$ cat src/rtl/load_store_unit.sv
// load_store_unit: RV32I data-memory access unit.
// One request in flight; loads, sub-word stores (read-modify-write) and SW
// are sequenced by a small FSM against a single-port combinational DataMemory.
// Optional build macro LSU_RANGE_CHECK_EN: addresses >= MEM_BYTES fault.
module load_store_unit #(
  parameter int unsigned MEM_BYTES = 4096
) (
  input  logic        clk,
  input  logic        reset,
  input  logic        req_valid,
  output logic        req_ready,
  input  logic        req_we,
  input  logic [2:0]  req_funct3,
  input  logic [31:0] req_addr,
  input  logic [31:0] req_wdata,
  output logic        resp_valid,
  output logic [31:0] resp_rdata,
  output logic        resp_fault,
  output logic        mem_read,
  output logic        mem_write,
  output logic [31:0] mem_addr,
  output logic [31:0] mem_wdata,
  input  logic [31:0] mem_rdata
);

  typedef enum logic [1:0] {IDLE, READ, WRITE, RESP} state_t;

  if (MEM_BYTES < 4 || (MEM_BYTES & (MEM_BYTES - 1)) != 0) begin : g_bad_mem_bytes
    $error("MEM_BYTES must be a power of two and at least 4");
  end

  state_t      state_q, state_d;
  logic        we_q, we_d;
  logic [2:0]  f3_q, f3_d;
  logic [31:0] addr_q, addr_d;
  logic [31:0] wdata_q, wdata_d;
  logic [31:0] word_q, word_d;
  logic [31:0] rdata_q, rdata_d;
  logic        fault_q, fault_d;
  logic        req_fault;

  // Select the addressed lane and sign/zero-extend per the load width code.
  function automatic logic [31:0] load_ext(input logic [31:0] w, input logic [1:0] a,
                                           input logic [2:0] f3);
    logic [7:0]  b;
    logic [15:0] h;
    b = w[{a, 3'b000} +: 8];
    h = w[{a[1], 4'b0000} +: 16];
    case (f3)
      3'b000:  return {{24{b[7]}}, b};
      3'b001:  return {{16{h[15]}}, h};
      3'b010:  return w;
      3'b100:  return {24'd0, b};
      3'b101:  return {16'd0, h};
      default: return 32'd0;
    endcase
  endfunction

  // Overlay store data onto the previously read word; SW replaces it outright.
  function automatic logic [31:0] store_merge(input logic [31:0] w, input logic [31:0] wd,
                                              input logic [1:0] a, input logic [2:0] f3);
    logic [31:0] m;
    m = w;
    case (f3[1:0])
      2'b00:   m[{a, 3'b000} +: 8]    = wd[7:0];
      2'b01:   m[{a[1], 4'b0000} +: 16] = wd[15:0];
      default: m = wd;
    endcase
    return m;
  endfunction

  // Reject illegal width codes, misaligned halfwords/words and (optionally) out-of-range addresses.
  always_comb begin
    req_fault = 1'b0;
    if (req_we) req_fault = (req_funct3 > 3'b010);
    else        req_fault = (req_funct3 == 3'b011) || (req_funct3[2:1] == 2'b11);
    if (req_funct3[1:0] == 2'b01 && req_addr[0])          req_fault = 1'b1;
    if (req_funct3[1:0] == 2'b10 && req_addr[1:0] != 2'b00) req_fault = 1'b1;
`ifdef LSU_RANGE_CHECK_EN
    if (req_addr >= 32'(MEM_BYTES)) req_fault = 1'b1;
`endif
  end

  // Next-state and datapath: latch on accept, capture read word, build response.
  always_comb begin
    state_d = state_q;
    we_d    = we_q;
    f3_d    = f3_q;
    addr_d  = addr_q;
    wdata_d = wdata_q;
    word_d  = word_q;
    rdata_d = rdata_q;
    fault_d = fault_q;
    case (state_q)
      IDLE: begin
        if (req_valid) begin
          we_d    = req_we;
          f3_d    = req_funct3;
          addr_d  = req_addr;
          wdata_d = req_wdata;
          rdata_d = 32'd0;
          fault_d = req_fault;
          if (req_fault)                          state_d = RESP;
          else if (req_we && req_funct3 == 3'b010) state_d = WRITE;
          else                                    state_d = READ;
        end
      end
      READ: begin
        word_d = mem_rdata;
        if (we_q) state_d = WRITE;
        else begin
          rdata_d = load_ext(mem_rdata, addr_q[1:0], f3_q);
          state_d = RESP;
        end
      end
      WRITE:   state_d = RESP;
      RESP:    state_d = IDLE;
      default: state_d = IDLE;
    endcase
  end

  // State and latched request/data registers, synchronously cleared by reset.
  always_ff @(posedge clk) begin
    if (reset) begin
      state_q <= IDLE;
      we_q    <= 1'b0;
      f3_q    <= 3'd0;
      addr_q  <= 32'd0;
      wdata_q <= 32'd0;
      word_q  <= 32'd0;
      rdata_q <= 32'd0;
      fault_q <= 1'b0;
    end else begin
      state_q <= state_d;
      we_q    <= we_d;
      f3_q    <= f3_d;
      addr_q  <= addr_d;
      wdata_q <= wdata_d;
      word_q  <= word_d;
      rdata_q <= rdata_d;
      fault_q <= fault_d;
    end
  end

  // Strobes and handshakes decode from state; reset kills them immediately so
  // a write in flight never lands.
  always_comb begin
    req_ready  = (state_q == IDLE) && !reset;
    mem_read   = (state_q == READ) && !reset;
    mem_write  = (state_q == WRITE) && !reset;
    mem_addr   = (state_q == READ || state_q == WRITE) ? {addr_q[31:2], 2'b00} : 32'd0;
    mem_wdata  = (state_q == WRITE) ? store_merge(word_q, wdata_q, addr_q[1:0], f3_q) : 32'd0;
    resp_valid = (state_q == RESP) && !reset;
    resp_fault = resp_valid && fault_q;
    resp_rdata = resp_valid ? rdata_q : 32'd0;
  end

endmodule

$ cat config.mk
export PLATFORM = sky130hd
export DESIGN_NAME = load_store_unit
export DESIGN_NICKNAME = d
export VERILOG_FILES = /design/src/rtl/load_store_unit.sv
export SDC_FILE = /design/constraint.sdc
export NUM_CORES = 1
export LEC_CHECK = 0
export ABC_AREA = 0
export BUFFER_PORTS_ARGS = -buffer_cell sky130_fd_sc_hd__buf_2
export CORE_ASPECT_RATIO = 0.8
export CORE_MARGIN = 3
export CORE_UTILIZATION = 40
export DETAILED_ROUTE_END_ITERATION = 7
export GPL_ROUTABILITY_DRIVEN = 0
export PLACE_DENSITY = 0.77
export SYNTH_ARGS = -nofsm -noshare
export SYNTH_HDL_FRONTEND = slang
export SYNTH_SLANG_ARGS = --single-unit
export TNS_END_PERCENT = 50
$ cat constraint.sdc
create_clock -name clk -period 2.7 [get_ports clk]
set_clock_uncertainty 0.1 [all_clocks]
set_input_delay 0.405 -clock clk [delete_from_list [all_inputs] [get_ports clk]]
set_output_delay 0.405 -clock clk [all_outputs]
set_load 0.01 [all_outputs]
-- Word-level counts from Yosys, hierarchy flattened
Cells that the tools add are included.
- add/subtract/negate cells: 2
- magnitude comparators: 1
- eq/ne operators: 15
- shift operators: 6
- multiplexer cells: 18
- reductions and logical operators: 18
- operator list (kind ; number):
    $mux 32 ; 5
    $pmux 32 s5 ; 1
    $pmux 32 s2 ; 2
    $bwmux 32 ; 2
    $shift 16x7->32 const A ; 1
    $shift 8x7->32 const A ; 1
    $shiftx 16x7->32 ; 1
    $shiftx 32x6->16 ; 1
    $shiftx 32x6->8 ; 1
    $shiftx 8x7->32 ; 1
    $neg 5->7 ; 2
    $eq 3x2->1 const B ; 3
    $eq 2x2->1 const B ; 4
    $logic_and 1x1->1 ; 8
    $pmux 2 s4 ; 1
    $eq 2x1->1 const B ; 3
    $eq 3x3->1 const B ; 2
    $mux 2 ; 3
    $logic_not 2->1 ; 2
    $mux 1 ; 4
    $ne 2x2->1 const B ; 2
    $reduce_bool 2->1 ; 2
    $eq 3x1->1 const B ; 1
    $gt 3x2->1 const B ; 1
    5 further kinds ; 6
- bits in registers: 135
- bits of input ports: 103
- output and inout bits: 101
- word-level logic and storage cells: 68

-- Logic depth before layout (Yosys ltp)
- word-level depth: 8
- gate-level depth with buffers: 9

-- Worst setup path before layout
No wires, ideal clock.
- kind: register to output
- start: reg addr_q[1]
- end: out mem_wdata[25]
- arrival time: 2.253 ns
- data required time: 2.195 ns
- slack: -0.058 ns
- stages on the path, launching flop included: 8
- path buffers: 2
- cell sequence: dfxtp_1 buf_6 inv_1 clkbuf_1 ha_1 or4_1 a221o_1 a21oi_1
- cells in the longest elaborated chain, start to end: 5
- ends and longest elaborated chain (item ; RTL line ; RTL):
    start: declaration ; 35 ; logic [31:0] addr_q, addr_d;
    start signal: assignment ; 137 ; addr_q <= addr_d;
    $neg 5->7 (on tied branches) ; 66, 65 ;
    $shiftx 16x7->32, or another cell as far along ; 66 ; 2'b01: m[{a[1], 4'b0000} +: 16] = wd[15:0];
    $bwmux 32 (on tied branches) ; 66, 65 ;
    $pmux 32 s2 * ; 64 ; case (f3[1:0])
    $mux 32 * ; 152 ; mem_wdata = (state_q == WRITE) ? store_merge(word_q, wdata_q, addr_q[1:0], f3_q) : 32'd0;
    end: declaration ; 22 ; output logic [31:0] mem_wdata,
Every way passes the cells marked *; elsewhere a longest branch is shown, timed or not.

-- Final worst setup path
- start: reg addr_q[0]
- end: out mem_wdata[25]
- cells in the longest elaborated chain, start to end: 5
- ends and longest elaborated chain (item ; RTL line ; RTL):
    $neg 5->7 * ; 65 ; 2'b00: m[{a, 3'b000} +: 8] = wd[7:0];
    $shiftx 8x7->32 or $shift 8x7->32 (tied branches) ; 65 ;
    $bwmux 32 * ; 65 ;
    $pmux 32 s2 * ; 64 ;
    $mux 32 * ; 152 ;
Marked as above.

==> flow_summary.toml <==
[outcome]
outcome = "finished with violations"
failed_checks = "design-rule violations, negative setup slack"

[floorplanning]
coreArea_um2 = 16760
die_w_um = 153.3
initial_core_util_pct = 41.40
die_h_um = 123.8
io-pin-count = 204
rows = 42
die-area_um2 = 18980

[clock_tree]
htree_levels = 4
clk-insertion-delay-late_ps = 420
cts_buffers = 17
path_clk_slew_ps = 60
cts_tree = "done"
hold_buffers = 0
cts_root_buf = "clkbuf_16"
cts_sinks = 135
clockBufferDepth = 2

[logic_synthesis]
synth_area_um2 = 6940
ys.flop_type = "dfxtp_1"
synth_cell_types = 55
synth_compound_area_share_pct = 21.96
yosys_warnings = 0
synth_edf_count = 0
synth-simple-area-share_pct = 24.25
synth_top_family_by_area = "simple AND/OR/NAND/NOR gates"
synth-xor-area-share_pct = 0
seq_area_frac_synth_pct = 38.94
avgSynthCellArea_um2 = 8.108
synthMuxAreaShare_pct = 7.824
synthesis.instances = 856
ys_async_sr_fraction_pct = 0
synth_fa_ha_area_share_pct = 1.803
ys_seq_elements = 135

[critical_path]
crit_type = "register to output pin"
cpPeakStageDelay_ps = 510
worstPathCellList = "buf_6, ha_4, inv_2, or4_1, a221o_1, a21oi_2, buf_2"
r2r_end = "rdata_q[12]"
end_kind = "output pin"
regToRegSetupSlack_ps = 470
required_ps = 2190
reg2reg_depth = 7
r2r_start = "state_q[0]"
cp_slowest_cell = "or4_1"
cp_max_fo = 2
startpoint_type = "register"
arrival_ps = 2250

[sta]
fin_crit_sh_pct = 101.9
setup_viol = 1
final_max_slew_viol_count = 0
maxSlewHeadroom_pct = 42.04
report.final.hold_viol_count = 0
period_minus_slack_ps = 2752
fmax_mhz = 363.4
rsz0062_at_grt = "true"
setup_slack_ps = -51.86
worst_slew_pin_slew_ps = 869.4

[route]
via_per_inst = 5.818
wl_um = 24150
vias = 7436
antenna_left = 0
drt_iter0_markers = 842
dr.pass1.iters = 8
drc_errors = 8
wl_per_cell_um = 18.90

[worst_hold_path]
hold_path.class = "input pin to register"
hold_start = "req_addr[19]"
hold_end = "addr_q[19]"
holdPathStages = 3

[grt]
overflow = 0
antenna_found_initial = 0
grt_pass1_vias = 6668
grt_max_degree = 84
grt.total_usage_pct = 24.03
grt_pass1_wl_um = 36110

[cells_and_area]
final_cell_area_um2 = 9002
post-route-util_pct = 53.70
synthToLayoutAreaGrowth_pct = 29.71
drive_gt1_share_pct = 30.62
diodes = 0
final_nets = 1158
stdcell_count = 1278

[placed_design]
placedCellCount = 1235
place_area_um2 = 8139
dp.final_hpwl_um = 16590
place_worst_setup_slack_ps = 210.4
port_buffers = 201

[power]
leakage_nw = 3.765
peakVddDrop_v = 0.0005231
p_per_area_nw_per_um2 = 942.0

[run]
maxCapViolCount = 0
-- cell families after synthesis --
family	count (synthesis)
fa+ha+maj	10
flops	135
mux	51
buf+inv	79
compound gates	227
simple gates	353
other cells	1
-- through the flow --
stage               hold slack, ps  TNS, ps  power [mW]
floorplan                    324.2        0       5.033
global placement             337.2        0       5.911
detailed placement           342.6        0       5.990
CTS                          99.06   -80.23       8.350
global route                 103.9   -895.4       8.951
finish                       112.9   -51.86       8.480
-- cells in the mapped netlist, types with 6 or more instances --
| master | instances | area [um2] |
|---|---|---|
| a221oi_1 | 25 | 219.0 |
| nand2_1 | 161 | 604.3 |
| buf_4 | 6 | 45.04 |
| buf_2 | 20 | 100.1 |
| and2_1 | 65 | 406.6 |
| nor3_1 | 25 | 125.1 |
| ha_1 | 10 | 125.1 |
| a21oi_1 | 105 | 525.5 |
| nor2b_1 | 14 | 87.58 |
| inv_1 | 6 | 22.52 |
| a222oi_1 | 17 | 170.2 |
| a311oi_1 | 7 | 61.31 |
| mux2i_1 | 38 | 380.4 |
| dfxtp_1 | 135 | 2703 |
| a22oi_1 | 14 | 105.1 |
| clkbuf_1 | 38 | 142.6 |
| mux2_2 | 10 | 112.6 |
| nand3_1 | 9 | 45.04 |
| o221ai_1 | 9 | 78.83 |
| nor2_1 | 56 | 210.2 |
| o21ai_0 | 10 | 50.05 |
| o22ai_1 | 18 | 112.6 |
-- timing repair --
item                                    4_1_cts  5_1_grt
gates resized for setup                      21       16
cloned                                        1        0
pin swaps                                     9       13
endpoints found under the setup margin       18       28
setup buffers                                 9        2
-- registers in the layout, indices dropped and copies added (netlist names) --
name     flops
state_q      2
addr_q      32
fault_q      1
wdata_q     32
rdata_q     32
we_q         1
word_q      32
f3_q         3
-- worst max-delay path by stage --
stage	slack (ps)	to	start	cells past startpoint
final	-50	mem_wdata[25]	addr_q[0]	7
after global routing	-120	mem_wdata[25]	addr_q[0]	7
after CTS	-80	mem_wdata[25]	addr_q[1]	7
after detailed placement	210	mem_wdata[25]	addr_q[1]	7
after global placement	200	mem_wdata[25]	addr_q[1]	7
after floorplan	50	mem_wdata[25]	addr_q[1]	7
-- layout make-up --
| class | instances | area (um2) |
|---|---|---|
| inverters | 9 | 36.28 |
| fillers | 1541 | 7761 |
| clock buffers | 21 | 480.5 |
| multi-input cells | 643 | 4020 |
| flip-flops and latches | 135 | 2713 |
| clock inverters | 11 | 98.84 |
| well taps | 220 | 275.3 |
| repair buffers | 239 | 1379 |
-- worst max-delay path: cells and delay by family, from the launching register on --
| family | cells | cell delay [ps] |
|---|---|---|
| adders and majority gates | 1 | 120 |
| DFF | 1 | 370 |
| and+or+nand+nor | 1 | 510 |
| AOI/OAI and AO/OA | 2 | 530 |
| buffers and inverters | 3 | 290 |
-- layer usage --
metal	up-vias	share of wire, %	global-route usage [%]
met5	-	0	0
met4	0	3.2	8.848
met3	71	9.7	6.113
met2	430	45	37.98
met1	3505	42	32.02
li1	3430	-	-
-- report_power, final --
group / internal [mW] / switching, mW
sequential: 2.41 / 0.369
combinational: 1.36 / 2.08
clock: 1.36 / 0.902
total: 5.13 / 3.35
-- layout by cell type, fill, tap and decap left out, types with 4 or more instances in the layout --
cell type / instances
clkbuf_8: 4
clkinvlp_4: 6
dfxtp_1: 131
and3_1: 4
a222oi_1: 17
nor2b_1: 13
o22ai_1: 18
a221oi_1: 17
mux2_2: 10
buf_2: 200
a311oi_1: 7
clkbuf_16: 17
ha_4: 4
nand3_1: 9
nor2_1: 55
ha_1: 5
a221oi_2: 8
nor3_1: 24
a221o_1: 5
buf_6: 4
a22oi_1: 14
o221ai_1: 9
a21oi_1: 104
mux2i_1: 38
o21ai_0: 10
a32oi_1: 4
nand2_1: 160
inv_1: 5
buf_4: 30
and2_1: 64
Power figures use the tool's default switching activity.
